===== src/rtl/inv_shiftrows_pipe_if.sv =====
// Valid/ready bundle for the InvShiftRows stage:
// upstream state input plus downstream head output.
interface inv_shiftrows_pipe_if;
    logic         in_valid;
    logic         in_ready;
    logic [127:0] state_in;
    logic         out_valid;
    logic         out_ready;
    logic [127:0] state_out;

    modport slave (
        input  in_valid, state_in, out_ready,
        output in_ready, out_valid, state_out
    );

    modport master (
        output in_valid, state_in, out_ready,
        input  in_ready, out_valid, state_out
    );
endinterface


===== src/rtl/inv_shiftrows_pipe.sv =====
// AES InvShiftRows stage: combinational byte permutation
// feeding a small output FIFO with valid/ready on both sides.
module inv_shiftrows_pipe #(
    parameter int DEPTH = 2,
    parameter int CNT_W = 2
) (
    input  logic             clk,
    input  logic             rst_n,
    inv_shiftrows_pipe_if.slave bus,
    output logic [CNT_W-1:0] occupancy,
    output logic             overflow_err
);

    localparam int PW = $clog2(DEPTH);

    logic [127:0]     mem [DEPTH];
    logic [PW-1:0]    wr_ptr;
    logic [PW-1:0]    rd_ptr;
    logic [CNT_W-1:0] count;
    logic             pending;
    logic [127:0]     perm;
    logic             push;
    logic             pop;

    // Row r rotates right by r columns: o[4c+r] = b[4((c-r)%4)+r]
    assign perm = {
        bus.state_in[31:24],   bus.state_in[55:48],
        bus.state_in[79:72],   bus.state_in[103:96],
        bus.state_in[127:120], bus.state_in[23:16],
        bus.state_in[47:40],   bus.state_in[71:64],
        bus.state_in[95:88],   bus.state_in[119:112],
        bus.state_in[15:8],    bus.state_in[39:32],
        bus.state_in[63:56],   bus.state_in[87:80],
        bus.state_in[111:104], bus.state_in[7:0]
    };

    assign bus.in_ready  = rst_n && (count < CNT_W'(DEPTH));
    assign bus.out_valid = (count != '0);
    assign bus.state_out = mem[rd_ptr];
    assign occupancy     = count;

    assign push = bus.in_valid && bus.in_ready;
    assign pop  = bus.out_valid && bus.out_ready;

    always_ff @(posedge clk) begin
        if (!rst_n) begin
            wr_ptr       <= '0;
            rd_ptr       <= '0;
            count        <= '0;
            pending      <= 1'b0;
            overflow_err <= 1'b0;
            for (int i = 0; i < DEPTH; i++) begin
                mem[i] <= '0;
            end
        end else begin
            if (push) begin
                mem[wr_ptr] <= perm;
                wr_ptr      <= wr_ptr + PW'(1);
            end
            if (pop) begin
                rd_ptr <= rd_ptr + PW'(1);
            end
            if (push && !pop) begin
                count <= count + CNT_W'(1);
            end else if (pop && !push) begin
                count <= count - CNT_W'(1);
            end
            // Upstream withdrew a stalled state before it was taken
            pending <= bus.in_valid && !bus.in_ready;
            if (pending && !bus.in_valid) begin
                overflow_err <= 1'b1;
            end
        end
    end

endmodule

===== src/flat_wrapper.sv =====
// flat-port wrapper written by rule: the top's interface ports become plain ports
module inv_shiftrows_pipe_flat 
#(
    parameter int DEPTH = 2,
    parameter int CNT_W = 2
)
  (clk, rst_n, occupancy, overflow_err, bus_in_valid, bus_state_in, bus_out_ready, bus_in_ready, bus_out_valid, bus_state_out);
  inv_shiftrows_pipe_if bus_i ();
  input  logic clk;
  input  logic rst_n;
  output logic [CNT_W-1:0] occupancy;
  output logic overflow_err;
  input wire logic [$bits(bus_i.in_valid)-1:0] bus_in_valid;
  input wire logic [$bits(bus_i.state_in)-1:0] bus_state_in;
  input wire logic [$bits(bus_i.out_ready)-1:0] bus_out_ready;
  output wire logic [$bits(bus_i.in_ready)-1:0] bus_in_ready;
  output wire logic [$bits(bus_i.out_valid)-1:0] bus_out_valid;
  output wire logic [$bits(bus_i.state_out)-1:0] bus_state_out;
  assign bus_i.in_valid = bus_in_valid;
  assign bus_i.state_in = bus_state_in;
  assign bus_i.out_ready = bus_out_ready;
  assign bus_in_ready = bus_i.in_ready;
  assign bus_out_valid = bus_i.out_valid;
  assign bus_state_out = bus_i.state_out;
  inv_shiftrows_pipe #(.DEPTH(DEPTH), .CNT_W(CNT_W)) u_core (.clk(clk), .rst_n(rst_n), .bus(bus_i), .occupancy(occupancy), .overflow_err(overflow_err));
endmodule

===== config.mk =====
export PLATFORM = sky130hd
export DESIGN_NAME = inv_shiftrows_pipe_flat
export DESIGN_NICKNAME = d
export VERILOG_FILES = /design/src/rtl/inv_shiftrows_pipe_if.sv /design/src/rtl/inv_shiftrows_pipe.sv /design/src/flat_wrapper.sv
export SDC_FILE = /design/constraint.sdc
export NUM_CORES = 1
export LEC_CHECK = 0
export CAP_MARGIN = 20
export CORE_AREA = 2 2 162 164
export DETAILED_ROUTE_END_ITERATION = 10
export DIE_AREA = 0 0 164 166
export PLACE_DENSITY_LB_ADDON = 0.2
export SLEW_MARGIN = 20
export SYNTH_ARGS = -nofsm -noshare
export SYNTH_HDL_FRONTEND = slang
export SYNTH_SLANG_ARGS = --single-unit

===== constraint.sdc =====
create_clock -name clk -period 10.47 [get_ports clk]
set_input_delay 1.5705 -clock clk [delete_from_list [all_inputs] [get_ports clk]]
set_output_delay 1.5705 -clock clk [all_outputs]
set_load 0.005 [all_outputs]

==> reports/qor.yml, run 1 <==
fin_util: 0.584
startpoint_type: "register"
grt_setup_unrepaired: "no"
finalCriticalPeriod_ns: 4.88
area_growth_pct: 32.2
critPathRequiredTime_ns: 8.90
p_leak_nw: 5.57
slew_violations: 0
ir_drop_uv: 169
placedInstanceArea_um2: 14000
setup_violations: 0
row_count: 59
io_buffers: 264
track_usage: 0.180
final_cell_area_um2: 15000
hp-class: "register to register"
worst_pin_slew_ns: 0.989
cts_setup_buffers: 0
die-area_um2: 27200
place_inst: 1407
num-fill-cells: 2134
hold_viol_final: 0
wirelength_mm: 25.1
postCtsHoldBufs: 0
path_clk_slew_ns: 0.06
crit_path_max_fanout: 68
r2r_start: "u_core.occupancy[1]"
grtUsageMet2: 0.306
worstRegToRegCells: 4
clock_skew_ns: 0.00712
grt_pass1_vias: 7123
cts_sinks: 263
cts-root-buf: "clkbuf_16"
drive_gt1_frac: 0.165
syn_avg_cell_area_um2: 13.2
reg2reg_slack_ns: 7.24
grt_first_pass_wirelength_mm: 38.4
vias: 7220
synth-compound-area-share: 0.00387
reg2reg_to: "u_core.mem[0][110]"
fin_setup_tns_ns: 0
synth_top_family_by_area: "simple AND/OR/NAND/NOR gates"
synthSimpleGateAreaFrac: 0.135
yosys_register_bits: 263
yosysSeqAreaShare: 0.691
grt.busiest_layer: "met2"
cts-buffers-inserted: 27
grt_overflow: 0
synthAdderAreaFrac: 0.00111
drc: 0
yosys_warnings: 0
layout_worst_path_cycle_share: 0.466
pre_cts_slack_ns: 5.91
power_density_nw_per_um2: 233
grtUsageMet3: 0.0332
cap_violations: 0
fin_nets: 1234
synthCells: 858
cts_buffer_depth: 3
dieWidth_um: 164
cts_tree: "yes"
netlist_area_um2: 11300
cts_resized: 0
h-tree-depth: 1
initial_core_util: 0.442
core_um2: 25600
antenna_found_initial: 1
synth_nets: 991
whs_path_depth: 2
viasPerCell: 4.96
hpwl_mm: 14.4
critPathCaptureType: "output pin"
crit_end: "bus_state_out[5]"
synth_cell_types: 25
clock.fmax_mhz: 205
grt_start_max_net_pins: 80
wl_per_cell_um: 17.3
multi_input_area_um2: 3080
drtPass1Iterations: 7
fin_cells: 1456
total_power_mw: 3.48
ios: 265
worst_slack_ns: 5.59
max-slew-margin-rel: 0.341
first_iter_violations: 423
gp_congestion: 0.716
synthXorXnorAreaFrac: 0.00232
ant_nets: 0
insertion_delay_ns: 0.52
seq_area_um2: 7830
synth_mux_area_frac: 0.127
status: "finished clean"
worstPathArrival_ns: 3.31
die_height_um: 166
crit_type: "register to output pin"
fin_hold_ws_ns: 0.503
grtUsageMet1: 0.233
## state kept, by name, summed over array words and instances, names as in the netlist, named ones only
signal / count
u_core.occupancy: 2
u_core.wr_ptr: 1
u_core.rd_ptr: 1
u_core.overflow_err: 1
u_core.mem: 256
u_core.pending: 1
## cells in the mapped netlist
cell | number | share of area
edfxtp_1 | 256 | 0.68
nor2_1 | 256 | 0.085
nand2_1 | 129 | 0.043
mux2_2 | 128 | 0.13
buf_4 | 26 | 0.017
buf_2 | 16 | 0.0071
buf_6 | 14 | 0.014
dfxtp_1 | 7 | 0.012
and2_1 | 4 | 0.0022
nor2b_1 | 3 | 0.0017
o21ai_0 | 3 | 0.0013
or2_2 | 2 | 0.0011
xnor2_1 | 2 | 0.0015
a21boi_1 | 1 | 0.00066
a21boi_2 | 1 | 0.00099
a21oi_1 | 1 | 0.00044
and3_1 | 1 | 0.00055
clkbuf_1 | 1 | 0.00033
ha_1 | 1 | 0.0011
inv_1 | 1 | 0.00033
nand2b_1 | 1 | 0.00055
o21ai_1 | 1 | 0.00044
or2_4 | 1 | 0.00077
or3_1 | 1 | 0.00055
xor2_1 | 1 | 0.00077
## kinds of logic (layout without fill, tap and decap cells)
group	count (synthesis)	count (layout)
and+or+nand+nor	398	398
DFF	263	263
muxes	128	128
buffers and inverters	58	320
AOI/OAI and AO/OA	7	7
xor gates and xnor gates	3	3
adders and majority gates	1	1
other	0	1
## layout make-up
class | instances | area share
Sequential cell | 263 | 0.523
Multi-Input combinational cell | 537 | 0.206
Timing Repair Buffer | 271 | 0.180
Clock buffer | 28 | 0.0454
Tap cell | 335 | 0.0280
Clock inverter | 20 | 0.0166
Inverter | 1 | 0.000251
Antenna cell | 1 | 0.000167
## layout by cell type (no fill, tap or decap)
cell type,n
clkdlybuf4s50_1,264
nor2_1,256
edfxtp_1,256
mux2_2,128
nand2_1,128
clkbuf_16,27
buf_4,7
clkinv_1,6
clkinv_2,6
bufinv_16,6
dfxtp_1,6
nor2b_1,3
and2_1,3
or2_2,2
xnor2_1,2
o21ai_0,2
diode_2,1
and2_4,1
inv_1,1
nand2b_4,1
o21ai_4,1
or2_4,1
nand2_4,1
o21ai_1,1
and3_1,1
xor2_1,1
or3_1,1
a21boi_1,1
a21boi_2,1
a21oi_1,1
ha_1,1
dfxtp_4,1
inv_6,1
clkinvlp_4,1
clkbuf_1,1
## metal layers
metal / up-vias / routed length [µm]
met5: - / 0
met4: 0 / 669
met3: 41 / 1590
met2: 224 / 12700
met1: 3515 / 10200
li1: 3440 / -
## worst min-delay path by stage
stage / start / endpoint
after floorplan: u_core.pending / u_core.overflow_err
after global placement: u_core.pending / u_core.overflow_err
after global routing: u_core.pending / u_core.overflow_err
after detailed placement: u_core.pending / u_core.overflow_err
after CTS: u_core.pending / u_core.overflow_err
final: u_core.pending / u_core.overflow_err
## worst max-delay path: stages (launching register included)
cell and delay (ns):
dfxtp_4 0.89, buf_4 0.88, mux2_2 0.42, clkdlybuf4s50_1 0.48
## power breakdown
part | total [mW] | leakage [nW] | switching [mW] | internal, mW
Combinational | 1.04 | 2.34 | 0.467 | 0.574
Clock | 0.998 | 0.456 | 0.382 | 0.616
Sequential | 1.44 | 2.78 | 0.0797 | 1.36
Total | 3.48 | 5.57 | 0.929 | 2.55
No activity file was read; power rests on OpenSTA's default activity.
==> inputs of run 2 (changes only) <==
--- a/config.mk
+++ b/config.mk
@@ -6,9 +6,9 @@
 export NUM_CORES = 1
 export LEC_CHECK = 0
 export CAP_MARGIN = 20
-export CORE_AREA = 2 2 162 164
+export CORE_AREA = 2 2 154 156
 export DETAILED_ROUTE_END_ITERATION = 10
-export DIE_AREA = 0 0 164 166
+export DIE_AREA = 0 0 156 158
 export PLACE_DENSITY_LB_ADDON = 0.2
 export SLEW_MARGIN = 20
 export SYNTH_ARGS = -nofsm -noshare
==> constraint.sdc (replaced) <==
create_clock -name clk -period 4.95 [get_ports clk]
set_input_delay 0.7425 -clock clk [delete_from_list [all_inputs] [get_ports clk]]
set_output_delay 0.7425 -clock clk [all_outputs]
set_load 0.005 [all_outputs]
==> run 2 against run 1 <==
Die area fell by 9.5%; core utilization rose by 6.0 points; clock power rose by 90%; first-iteration DRC count rose by 9.5%; via count rose by 0.24%; clock skew rose by 0.0073 ns; clock-buffer cell count rose by 11; critical path type unchanged; largest cell class unchanged.
==> reports/qor.yml, run 2 (synthesis gave the netlist of run 1 again) <==
ios: 265
setup_violations: 0
grt_overflow: 0
max_stage_delay_ns: 0.93
first_iter_violations: 463
ir_drop_uv: 389
slew_violations: 0
grtUsageMet1: 0.253
slowest_stage: "dfxtp_4"
insertion_delay_ns: 0.53
cts_buffer_depth: 3
critPathCaptureType: "output pin"
grt.busiest_layer: "met2"
drtPass1Iterations: 5
seq_area_um2: 7830
cts_sinks: 263
die_height_um: 158
worst_slack_ns: 1.41
clock.fmax_mhz: 283
critPathRequiredTime_ns: 4.21
core_um2: 23100
track_usage: 0.196
cts-root-buf: "clkbuf_16"
crit_type: "register to output pin"
layout_worst_path_cycle_share: 0.714
postCtsHoldBufs: 0
mostFrequentLayoutCell: "clkdlybuf4s50_1"
cts_tree: "yes"
final_cell_area_um2: 14900
drive_gt1_frac: 0.159
place_inst: 1365
worstPathArrival_ns: 2.79
hpwl_mm: 15.0
fin_hold_ws_ns: 0.498
worst_pin_slew_ns: 0.989
grtUsageMet2: 0.334
path_clk_slew_ns: 0.06
pre_cts_slack_ns: 1.80
clock_skew_ns: 0.0144
status: "finished clean"
hp-class: "register to register"
fin_nets: 1237
largest_reg_flops: 256
drc: 0
ant_nets: 0
dieWidth_um: 156
path_cells: "buf_4, mux2_2, clkdlybuf4s50_1"
grt_setup_unrepaired: "no"
grt_pass1_vias: 7204
wl_per_cell_um: 17.8
cts_resized: 0
power_density_nw_per_um2: 482
io_buffers: 264
initial_core_util: 0.491
grt_first_pass_wirelength_mm: 37.7
fin_cells: 1413
cap_violations: 0
grt_start_max_net_pins: 85
p_leak_nw: 5.53
placedInstanceArea_um2: 14000
final_cell_mix: "264 x clkdlybuf4s50_1, 256 x nor2_1, 256 x edfxtp_1"
cts_setup_buffers: 0
startpoint_type: "register"
fin_setup_tns_ns: 0
crit_path_max_fanout: 62
finalCriticalPeriod_ns: 3.54
grtUsageMet3: 0.0463
wirelength_mm: 25.2
fin_util: 0.644
die-area_um2: 24600
num-fill-cells: 1787
gp_congestion: 0.715
max-slew-margin-rel: 0.341
viasPerCell: 5.12
vias: 7237
total_power_mw: 7.16
cts-buffers-inserted: 27
hold_viol_final: 0
area_growth_pct: 31.2
antenna_found_initial: 1
regMostFlops: "u_core.mem"
row_count: 56
multi_input_area_um2: 3080
antenna_cells: 0
h-tree-depth: 1
[run 2: cell count changes in the layout (fill, tap and decap cells not counted)]
cell,delta
clkbuf_1,+11
clkinv_2,-5
bufinv_16,-4
buf_12,+3
clkinv_1,-2
diode_2,-1
[run 2: cell type report]
| class | instances | area share |
|---|---|---|
| flip-flops and latches | 263 | 0.527 |
| multi-input cells | 537 | 0.207 |
| repair buffers | 274 | 0.186 |
| clock buffers | 39 | 0.0485 |
| well taps | 290 | 0.0244 |
| clock inverters | 9 | 0.00649 |
| inverters | 1 | 0.000253 |
[run 2: critical path: cells and delay by family (launching register included)]
kind,cells,cell delay [ns]
buffers and inverters,2,0.91
DFF,1,0.93
muxes,1,0.38
[run 2: path summary, 6_finish.rpt]
check / startpoint / to / slack (ns) / cells after the start
max: register / bus_state_out[99] / 1.41 / 3
min: u_core.pending / u_core.overflow_err / 0.50 / 2
max reg2reg: u_core.occupancy[1] / u_core.mem[0][60] / 2.30 / 4
min reg2reg: u_core.pending / u_core.overflow_err / 0.50 / 2
[run 2: per-layer routing]
metal / vias to the layer above / routed length, µm
met5: - / 7
met4: 2 / 502
met3: 35 / 2000
met2: 252 / 12100
met1: 3500 / 10500
li1: 3448 / -
[run 2: report_power, final]
group / leakage (nW) / internal, mW / total, mW / switching, mW
clock network: 0.390 / 1.11 / 1.90 / 0.788
registers: 2.78 / 2.88 / 3.06 / 0.178
logic: 2.36 / 1.23 / 2.21 / 0.975
==> inputs of run 3 (changes only) <==
==> constraint.sdc (replaced) <==
create_clock -name clk -period 3.6 [get_ports clk]
set_input_delay 0.54 -clock clk [delete_from_list [all_inputs] [get_ports clk]]
set_output_delay 0.54 -clock clk [all_outputs]
set_load 0.005 [all_outputs]
==> run 3 against run 2 <==
Critical path depth did not move; sequential cell count did not move; clock power rose by 40%; clock-buffer cell count fell by 4; cell area rose by 0.72%; largest power group unchanged; highest routed layer is now met4.
==> reports/qor.yml, run 3 (synthesis gave the netlist of run 1 again) <==
status: "finished clean"
ant_nets: 0
ir_drop_uv: 504
setup_violations: 0
initial_core_util: 0.491
final_cell_mix: "264 x clkdlybuf4s50_1, 256 x nor2_1, 256 x edfxtp_1"
worstRegToRegCells: 4
gp_congestion: 0.743
layout_worst_path_cycle_share: 0.786
ios: 265
num-fill-cells: 1806
grt_pass1_vias: 7389
final_cell_area_um2: 15000
slew_violations: 0
power_density_nw_per_um2: 665
clock_skew_ns: 0.00778
grt_start_max_net_pins: 73
clock.fmax_mhz: 353
mostFrequentLayoutCell: "clkdlybuf4s50_1"
cts_sinks: 263
drive_gt1_frac: 0.166
cts_setup_buffers: 0
first_iter_violations: 415
path_clk_slew_ns: 0.06
max-slew-margin-rel: 0.464
cap_violations: 0
dieWidth_um: 156
crit_family: "buffers and inverters"
worstPathArrival_ns: 2.29
p_leak_nw: 5.58
worst_pin_slew_ns: 0.804
cts-buffers-inserted: 28
track_usage: 0.200
antenna_found_initial: 2
row_count: 56
fin_hold_ws_ns: 0.493
hold_viol_final: 0
h-tree-depth: 1
hpwl_mm: 15.3
grt_setup_unrepaired: "no"
core_um2: 23100
pre_cts_slack_ns: 0.935
fin_nets: 1240
whs_path_depth: 2
largest_reg_flops: 256
worst_slack_ns: 0.769
fin_cells: 1419
reg2reg_slack_ns: 1.13
finalCriticalPeriod_ns: 2.83
critPathRequiredTime_ns: 3.06
drtPass1Iterations: 5
crit_buf_inv: 2
hp-class: "register to register"
crit_path_max_fanout: 60
postCtsHoldBufs: 0
min-delay-start: "u_core.pending"
cts_buffer_depth: 3
grt_first_pass_wirelength_mm: 38.5
die-area_um2: 24600
total_power_mw: 9.95
insertion_delay_ns: 0.53
area_growth_pct: 32.1
max_stage_delay_ns: 0.50
fin_util: 0.649
wl_per_cell_um: 18.0
startpoint_type: "register"
die_height_um: 158
vias: 7351
r2r_start: "u_core.occupancy[1]"
grt_overflow: 0
drc: 0
viasPerCell: 5.18
wirelength_mm: 25.5
regMostFlops: "u_core.mem"
io_buffers: 264
cts_tree: "yes"
place_inst: 1367
path_cells: "buf_12, mux2_2, clkdlybuf4s50_1"
fin_setup_tns_ns: 0
cts-root-buf: "clkbuf_16"
slowest_stage: "clkdlybuf4s50_1"
reg2reg_to: "u_core.mem[0][60]"
holdPathEnd: "u_core.overflow_err"
critPathCaptureType: "output pin"
placedInstanceArea_um2: 14100
cts_resized: 0
crit_type: "register to output pin"
## run 3: cell count changes in the layout (fill, tap and decap cells not counted), sizes merged
| cell | delta |
|---|---|
| inv | -1 |
| diode | +1 |
| clkinv | +9 |
| buf | +2 |
| clkbuf | -4 |
| bufinv | -1 |
## run 3: area by class of cell
| cell class | count | area, µm² | area share |
|---|---|---|---|
| Tap cell | 290 | 363 | 0.0243 |
| Multi-Input combinational cell | 537 | 3090 | 0.207 |
| Timing Repair Buffer | 276 | 2820 | 0.189 |
| Inverter | 1 | 3.75 | 0.000251 |
| Antenna cell | 1 | 2.50 | 0.000167 |
| Clock inverter | 16 | 98.8 | 0.00661 |
| Clock buffer | 35 | 748 | 0.0500 |
| Sequential cell | 263 | 7830 | 0.524 |
## run 3: where the power goes
group / total (mW) / internal [mW] / switching, mW
Sequential: 4.11 / 3.95 / 0.157
Clock: 2.66 / 1.53 / 1.13
Combinational: 3.18 / 1.72 / 1.45
Total: 9.95 / 7.21 / 2.74
## run 3: metal layers
layer	global-route usage	share of wire	vias to the layer above
li1	-	-	3466
met1	0.264	0.41	3574
met2	0.329	0.48	272
met3	0.0542	0.087	39
met4	0.0546	0.020	0
met5	0	0	-
## run 3: worst max path at each step
stage / to / from / slack, ns / cells after the start
6_report: bus_state_out[23] / register / 0.77 / 3
5_1_grt: bus_state_out[23] / register / 0.69 / 3
4_1_cts: bus_state_out[100] / register / 0.75 / 3
3_5_place_dp: u_core.occupancy[1] / rst_n / 0.94 / 6
3_3_place_gp: u_core.mem[0][14] / bus_in_valid / 0.99 / 5
2_1_floorplan: u_core.mem[1][0] / u_core.occupancy[1] / 0.37 / 3
## run 3: worst min-delay path: stages (launching register included)
cell and delay, ns:
dfxtp_1 0.31, a21oi_1 0.06, nor2b_1 0.09
